[config.mk]
export PLATFORM = sky130hd
export DESIGN_NAME = knn_top_k_selector
export DESIGN_NICKNAME = d
export VERILOG_FILES = /design/src/rtl/knn_top_k_selector.sv
export SDC_FILE = /design/constraint.sdc
export NUM_CORES = 1
export LEC_CHECK = 0
export CAP_MARGIN = 20
export CORE_ASPECT_RATIO = 0.9
export CORE_MARGIN = 3
export CORE_UTILIZATION = 53
export DETAILED_ROUTE_END_ITERATION = 16
export PLACE_DENSITY = 0.81
export SETUP_SLACK_MARGIN = 0.15
export SLEW_MARGIN = 20
export SYNTH_ARGS = -nofsm -noshare
export SYNTH_HDL_FRONTEND = slang
export SYNTH_SLANG_ARGS = --single-unit
[constraint.sdc]
create_clock -name clk -period 4.68 [get_ports clk]
set_input_delay 0.936 -clock clk [delete_from_list [all_inputs] [get_ports clk]]
set_output_delay 0.936 -clock clk [all_outputs]
set_load 0.03 [all_outputs]
[src/rtl/knn_top_k_selector.sv]
// knn_top_k_selector
//   Keeps the K nearest (distance, label) pairs of a streaming query in sorted
//   order, then runs a sequential majority vote over the kept labels.
//
// Ports
//   clk, rst_n       : clock (rising edge), asynchronous active-low reset
//   start            : one-cycle pulse, clears the list and opens a new query
//   in_valid/in_ready: sample handshake (in_ready high only while collecting)
//   in_dist/in_label : sample distance (unsigned) and class label
//   in_last          : marks the final sample of the query
//   busy             : collecting or voting
//   result_valid     : vote finished, results held until next start
//   result_label     : predicted class
//   result_count     : number of valid list entries
//   result_dists     : sorted distances, slot 0 (LSBs) nearest
//   result_labels    : labels aligned with result_dists
module knn_top_k_selector #(
  parameter int unsigned K  = 3,
  parameter int unsigned DW = 32,
  parameter int unsigned LW = 4
) (
  input  logic                     clk,
  input  logic                     rst_n,
  input  logic                     start,
  input  logic                     in_valid,
  output logic                     in_ready,
  input  logic [DW-1:0]            in_dist,
  input  logic [LW-1:0]            in_label,
  input  logic                     in_last,
  output logic                     busy,
  output logic                     result_valid,
  output logic [LW-1:0]            result_label,
  output logic [$clog2(K+1)-1:0]   result_count,
  output logic [K*DW-1:0]          result_dists,
  output logic [K*LW-1:0]          result_labels
);

  localparam int unsigned CW = $clog2(K+1);

  typedef enum logic [1:0] {
    S_IDLE,
    S_COLLECT,
    S_VOTE,
    S_DONE
  } state_t;

  state_t r_state;
  state_t w_next;

  logic [DW-1:0] r_dist [K];
  logic [LW-1:0] r_lab  [K];
  logic [CW-1:0] r_count;
  logic [CW-1:0] r_vidx;
  logic [CW-1:0] r_best_cnt;
  logic [LW-1:0] r_best_lab;
  logic [LW-1:0] r_result_label;

  logic          w_accept;
  logic [CW-1:0] w_pos;
  logic [DW-1:0] w_ins_dist [K];
  logic [LW-1:0] w_ins_lab  [K];
  logic [CW-1:0] w_cnt_next;
  logic [LW-1:0] w_cand_lab;
  logic [CW-1:0] w_vcnt;
  logic          w_cand_ok;
  logic          w_vote_end;

  assign w_accept   = in_valid && (r_state == S_COLLECT);
  assign w_vote_end = (r_vidx == CW'(K));
  assign w_cand_ok  = (r_vidx < r_count);
  assign w_cnt_next = (r_count == CW'(K)) ? CW'(K) : r_count + 1'b1;

  // Insert position: valid slots with distance <= in_dist (ties stay nearer).
  always_comb begin
    w_pos = '0;
    for (int unsigned j = 0; j < K; j++) begin
      if ((CW'(j) < r_count) && (r_dist[j] <= in_dist)) begin
        w_pos = w_pos + 1'b1;
      end
    end
  end

  // Shifted list with the new sample placed at w_pos; old slot K-1 falls off.
  always_comb begin
    w_ins_dist[0] = (w_pos == '0) ? in_dist  : r_dist[0];
    w_ins_lab[0]  = (w_pos == '0) ? in_label : r_lab[0];
    for (int unsigned j = 1; j < K; j++) begin
      if (CW'(j) < w_pos) begin
        w_ins_dist[j] = r_dist[j];
        w_ins_lab[j]  = r_lab[j];
      end else if (CW'(j) == w_pos) begin
        w_ins_dist[j] = in_dist;
        w_ins_lab[j]  = in_label;
      end else begin
        w_ins_dist[j] = r_dist[j-1];
        w_ins_lab[j]  = r_lab[j-1];
      end
    end
  end

  // Vote candidate label and its occurrence count among valid slots.
  always_comb begin
    w_cand_lab = '0;
    for (int unsigned j = 0; j < K; j++) begin
      if (CW'(j) == r_vidx) begin
        w_cand_lab = r_lab[j];
      end
    end
    w_vcnt = '0;
    for (int unsigned j = 0; j < K; j++) begin
      if ((CW'(j) < r_count) && (r_lab[j] == w_cand_lab)) begin
        w_vcnt = w_vcnt + 1'b1;
      end
    end
  end

  always_ff @(posedge clk or negedge rst_n) begin
    if (!rst_n) begin
      r_state <= S_IDLE;
    end else begin
      r_state <= w_next;
    end
  end

  always_comb begin
    w_next = r_state;
    if (start) begin
      w_next = S_COLLECT;
    end else begin
      case (r_state)
        S_IDLE:    w_next = S_IDLE;
        S_COLLECT: if (w_accept && in_last) w_next = S_VOTE;
        S_VOTE:    if (w_vote_end) w_next = S_DONE;
        S_DONE:    w_next = S_DONE;
        default:   w_next = S_IDLE;
      endcase
    end
  end

  // VOTE walks candidates 0..K-1, then spends one more cycle (r_vidx == K)
  // committing the winner, giving a fixed K+1 cycle latency.
  always_ff @(posedge clk or negedge rst_n) begin
    if (!rst_n) begin
      for (int unsigned j = 0; j < K; j++) begin
        r_dist[j] <= '0;
        r_lab[j]  <= '0;
      end
      r_count        <= '0;
      r_vidx         <= '0;
      r_best_cnt     <= '0;
      r_best_lab     <= '0;
      r_result_label <= '0;
    end else if (start) begin
      for (int unsigned j = 0; j < K; j++) begin
        r_dist[j] <= '0;
        r_lab[j]  <= '0;
      end
      r_count <= '0;
    end else begin
      case (r_state)
        S_COLLECT: begin
          if (w_accept && (w_pos < CW'(K))) begin
            for (int unsigned j = 0; j < K; j++) begin
              r_dist[j] <= w_ins_dist[j];
              r_lab[j]  <= w_ins_lab[j];
            end
            r_count <= w_cnt_next;
          end
          if (w_accept && in_last) begin
            r_vidx     <= '0;
            r_best_cnt <= '0;
            r_best_lab <= '0;
          end
        end
        S_VOTE: begin
          if (!w_vote_end) begin
            r_vidx <= r_vidx + 1'b1;
            if (w_cand_ok && (w_vcnt > r_best_cnt)) begin
              r_best_cnt <= w_vcnt;
              r_best_lab <= w_cand_lab;
            end
          end else begin
            r_result_label <= r_best_lab;
          end
        end
        default: ;
      endcase
    end
  end

  always_comb begin
    for (int unsigned j = 0; j < K; j++) begin
      result_dists[j*DW +: DW]  = r_dist[j];
      result_labels[j*LW +: LW] = r_lab[j];
    end
  end

  assign in_ready     = (r_state == S_COLLECT);
  assign busy         = (r_state == S_COLLECT) || (r_state == S_VOTE);
  assign result_valid = (r_state == S_DONE);
  assign result_label = r_result_label;
  assign result_count = r_count;

endmodule

==> flow_metrics.env <==
export IMPL_status="finished clean"
export IMPL_grt_setup_unrepaired="false"
export IMPL_hold_buffers=0
export IMPL_cp_end_kind="flip-flop"
export IMPL_tightest_slew_ns=0.8652
export IMPL_yosys_top_cells_area="dfrtp_1 37%, ha_1 17%, nor2_1 5.5%, a221oi_2 5.4%, mux2i_1 5.3%"
export IMPL_cts_buffers=17
export IMPL_cp_required_ns=4.96
export IMPL_fin_crit_ns=4.375
export IMPL_drt_wl_total_um=24510
export IMPL_wire_per_inst_um=19.25
export IMPL_post_route_drc_count=0
export IMPL_num_rows=42
export IMPL_synth_warnings=0
export IMPL_yosysMostFrequentCell="dfrtp_1"
export IMPL_place_hpwl_um=17400
export IMPL_p_leak_uw=0.005417
export IMPL_synth_area_leader_cell="dfrtp_1"
export IMPL_drv_cap=0
export IMPL_fmax_ghz=0.2286
export IMPL_ys_ff_latch=124
export IMPL_crit_arrival_ns=4.65
export IMPL_die_h_um=125.0
export IMPL_synth_nets=1024
export IMPL_synth_edf_count=0
export IMPL_final_nets=1215
export IMPL_drt_pass1_iter_count=5
export IMPL_maxSlewHeadroom=0.4083
export IMPL_setup_viol=0
export IMPL_initial_core_util=0.5548
export IMPL_final_cells=1273
export IMPL_timing_final_hold_violations=0
export IMPL_grt_pass1_vias=7406
export IMPL_grt_pass1_wl_um=38680
export IMPL_ios=158
export IMPL_placed_cells=1236
export IMPL_layout_area_seq_um2=3103
export IMPL_async_reset_ff_frac=1.000
export IMPL_antenna_found_initial=0
export IMPL_die_area_um2=17270
export IMPL_core_area_um2=15030
export IMPL_setup_ws_ns=0.3048
export IMPL_areaGrowthSynthToFinish_pct=34.44
export IMPL_grt_max_degree=77
export IMPL_synth_area_per_cell_um2=9.562
export IMPL_cts_clk_slew_worst_paths_ns=0.06
export IMPL_skew_ns=0.006537
export IMPL_criticalPathCategory="input port to flip-flop"
export IMPL_synth_area_um2=8338
export IMPL_cts_sinks=124
export IMPL_synth_top_area_share=0.3721
export IMPL_path_max_fanout=18
export IMPL_root_buffer="clkbuf_16"
export IMPL_cts_tree="done"
export IMPL_globalplace_congestion=0.8916
export IMPL_vias=7628
export IMPL_ant_nets=0
export IMPL_cts_buffer_depth=2
export IMPL_p_per_area_nw_per_um2=498.0
export IMPL_ys_seq_area_frac=0.3721
export IMPL_place_ws_ns=-0.3165
export IMPL_first_iter_violations=575
export IMPL_grt_usage=0.2721
export IMPL_fin_crit_sh=0.9349
export IMPL_ys_flop_type="dfrtp_1"
export IMPL_nFillCells=1080
export IMPL_diodes=0
export IMPL_drive_gt1_frac=0.1349
export IMPL_h_tree_depth=4
export IMPL_syn_inst=872
export IMPL_clk_latency_ns=0.43
export IMPL_startpoint_type="input port"
export IMPL_peakVddDrop_v=0.0003614
export IMPL_dieWidth_um=138.2
export IMPL_grt_overflow=0
export IMPL_slew_viol_final=0
export IMPL_multi_input_area_um2=4964
export IMPL_vias_per_cell=5.992
export IMPL_io_buffers=157
export IMPL_netlist_top_cells_count="124 x dfrtp_1, 122 x nor2_1, 111 x ha_1"
export IMPL_hp_class="input port to asynchronous set/reset pin"
export IMPL_yosysUniqueCellTypes=52
## layout by cell type, fill, tap and decap left out, types with 3 or more instances in the layout
| cell | netlist | layout |
|---|---|---|
| o21ai_0 | 24 | 23 |
| or2_2 | 6 | 6 |
| a211oi_1 | 3 | 3 |
| xnor2_1 | 5 | 5 |
| nor3_1 | 40 | 39 |
| and4_1 | 4 | 4 |
| buf_12 | 0 | 11 |
| a21o_1 | 18 | 18 |
| o31ai_1 | 4 | 4 |
| clkinv_2 | 0 | 6 |
| xor2_1 | 6 | 6 |
| nand2b_1 | 26 | 26 |
| a221oi_2 | 30 | 32 |
| clkdlybuf4s50_1 | 0 | 155 |
| o211ai_1 | 4 | 4 |
| a21oi_1 | 30 | 29 |
| buf_4 | 4 | 39 |
| mux2i_1 | 44 | 40 |
| mux2i_4 | 0 | 3 |
| a221oi_1 | 6 | 4 |
| nand2_1 | 49 | 49 |
| nand3_1 | 17 | 17 |
| o22ai_1 | 40 | 40 |
| clkbuf_1 | 26 | 4 |
| nor2_1 | 122 | 121 |
| dfrtp_1 | 124 | 124 |
| mux2_2 | 7 | 7 |
| ha_1 | 111 | 110 |
| clkbuf_16 | 0 | 20 |
| a21boi_0 | 4 | 3 |
| nor2b_1 | 8 | 8 |
| inv_1 | 56 | 56 |
| o21ai_1 | 2 | 3 |
| nand4_1 | 16 | 16 |
## path summary, 6_finish.rpt
path                                                start                            to  slack [ns]  depth (start not counted)
min in group clk                r_best_lab[3]$_DFFE_PN0P_     r_best_lab[3]$_DFFE_PN0P_        0.49                          2
worst max register to register      r_vidx[1]$_DFFE_PN0P_     r_best_cnt[1]$_DFFE_PN0P_        0.56                         16
worst max-delay path                           in_dist[1]   result_dists[0]$_DFFE_PN0P_        0.30                         21
max in group asynchronous                           rst_n  result_dists[16]$_DFFE_PN0P_        3.39                          2
worst min-delay path                                rst_n   result_label[3]$_DFFE_PN0P_        0.48                          1
worst min register to register  r_best_lab[3]$_DFFE_PN0P_     r_best_lab[3]$_DFFE_PN0P_        0.49                          2
## power by group
part / switching [µW] / internal [µW]
clock network: 469 / 693
logic: 1570 / 1220
registers: 318 / 1310
## cells by family (layout without fill, tap and decap cells)
family,Yosys count,in the layout,share of synthesized area
simple gates,302,302,0.1688
buf+inv,94,297,0.04742
mux,51,51,0.06228
flops,124,124,0.3721
xor+xnor,11,11,0.01155
fa+ha+maj,111,111,0.1666
compound gates,179,179,0.1712
## final cells by class
class	count	area share
tap	198	0.02210
clock buffer	23	0.04175
timing repair buffer	210	0.1938
inverter	56	0.01875
multi-input combinational	654	0.4428
sequential	124	0.2768
clock inverter	8	0.004018
## per-stage QoR
step                      cell area [µm²]  setup TNS (ns)  hold slack, ns  total power [µW]    util
final                               11210               0          0.4813              5583  0.7458
after CTS                           11010               0          0.4891              5479  0.7324
after floorplan                      8338               0          0.4446              3222       -
after detailed placement            10480          -25.38          0.4759              4287  0.6974
after global placement              10480          -12.47          0.4678              4218  0.6974
after global routing                11210               0          0.5075              5887  0.7458
## worst max-delay path: stages
cell             delay, ns
clkdlybuf4s50_1       0.52
inv_1                 0.08
ha_1                  0.31
nor2b_1               0.14
o21a_1                0.16
o21a_1                0.16
o21ai_0               0.15
a21oi_1               0.09
a211oi_1              0.24
buf_4                 0.15
o211ai_1              0.10
o22ai_1               0.19
ha_1                  0.30
buf_4                 0.17
nand2_1               0.06
nor2_1                0.05
mux2i_4               0.19
buf_12                0.16
buf_12                0.19
mux2i_2               0.24
nor2_1                0.07
## flip-flops by register name (all words and copies together), names as in the netlist
register,flops
result_labels,12
result_dists,96
r_state,2
result_count,2
r_vidx,2
result_label,4
r_best_cnt,2
r_best_lab,4
## per-layer routing
metal  vias up  global-route usage  routed length, µm
met5         -                   0                  0
met1      3692              0.3716              10760
li1       3552                   -                  -
met4         0             0.08542                520
met2       342              0.4340              11530
met3        42             0.06224               1701
## what timing repair did
item	CTS	global route
setup buffers	0	2
pin swaps	0	5
endpoints found under the setup margin	28	108
gates cloned	0	3
resized for setup	2	16
(Power assumes the default switching activity.)
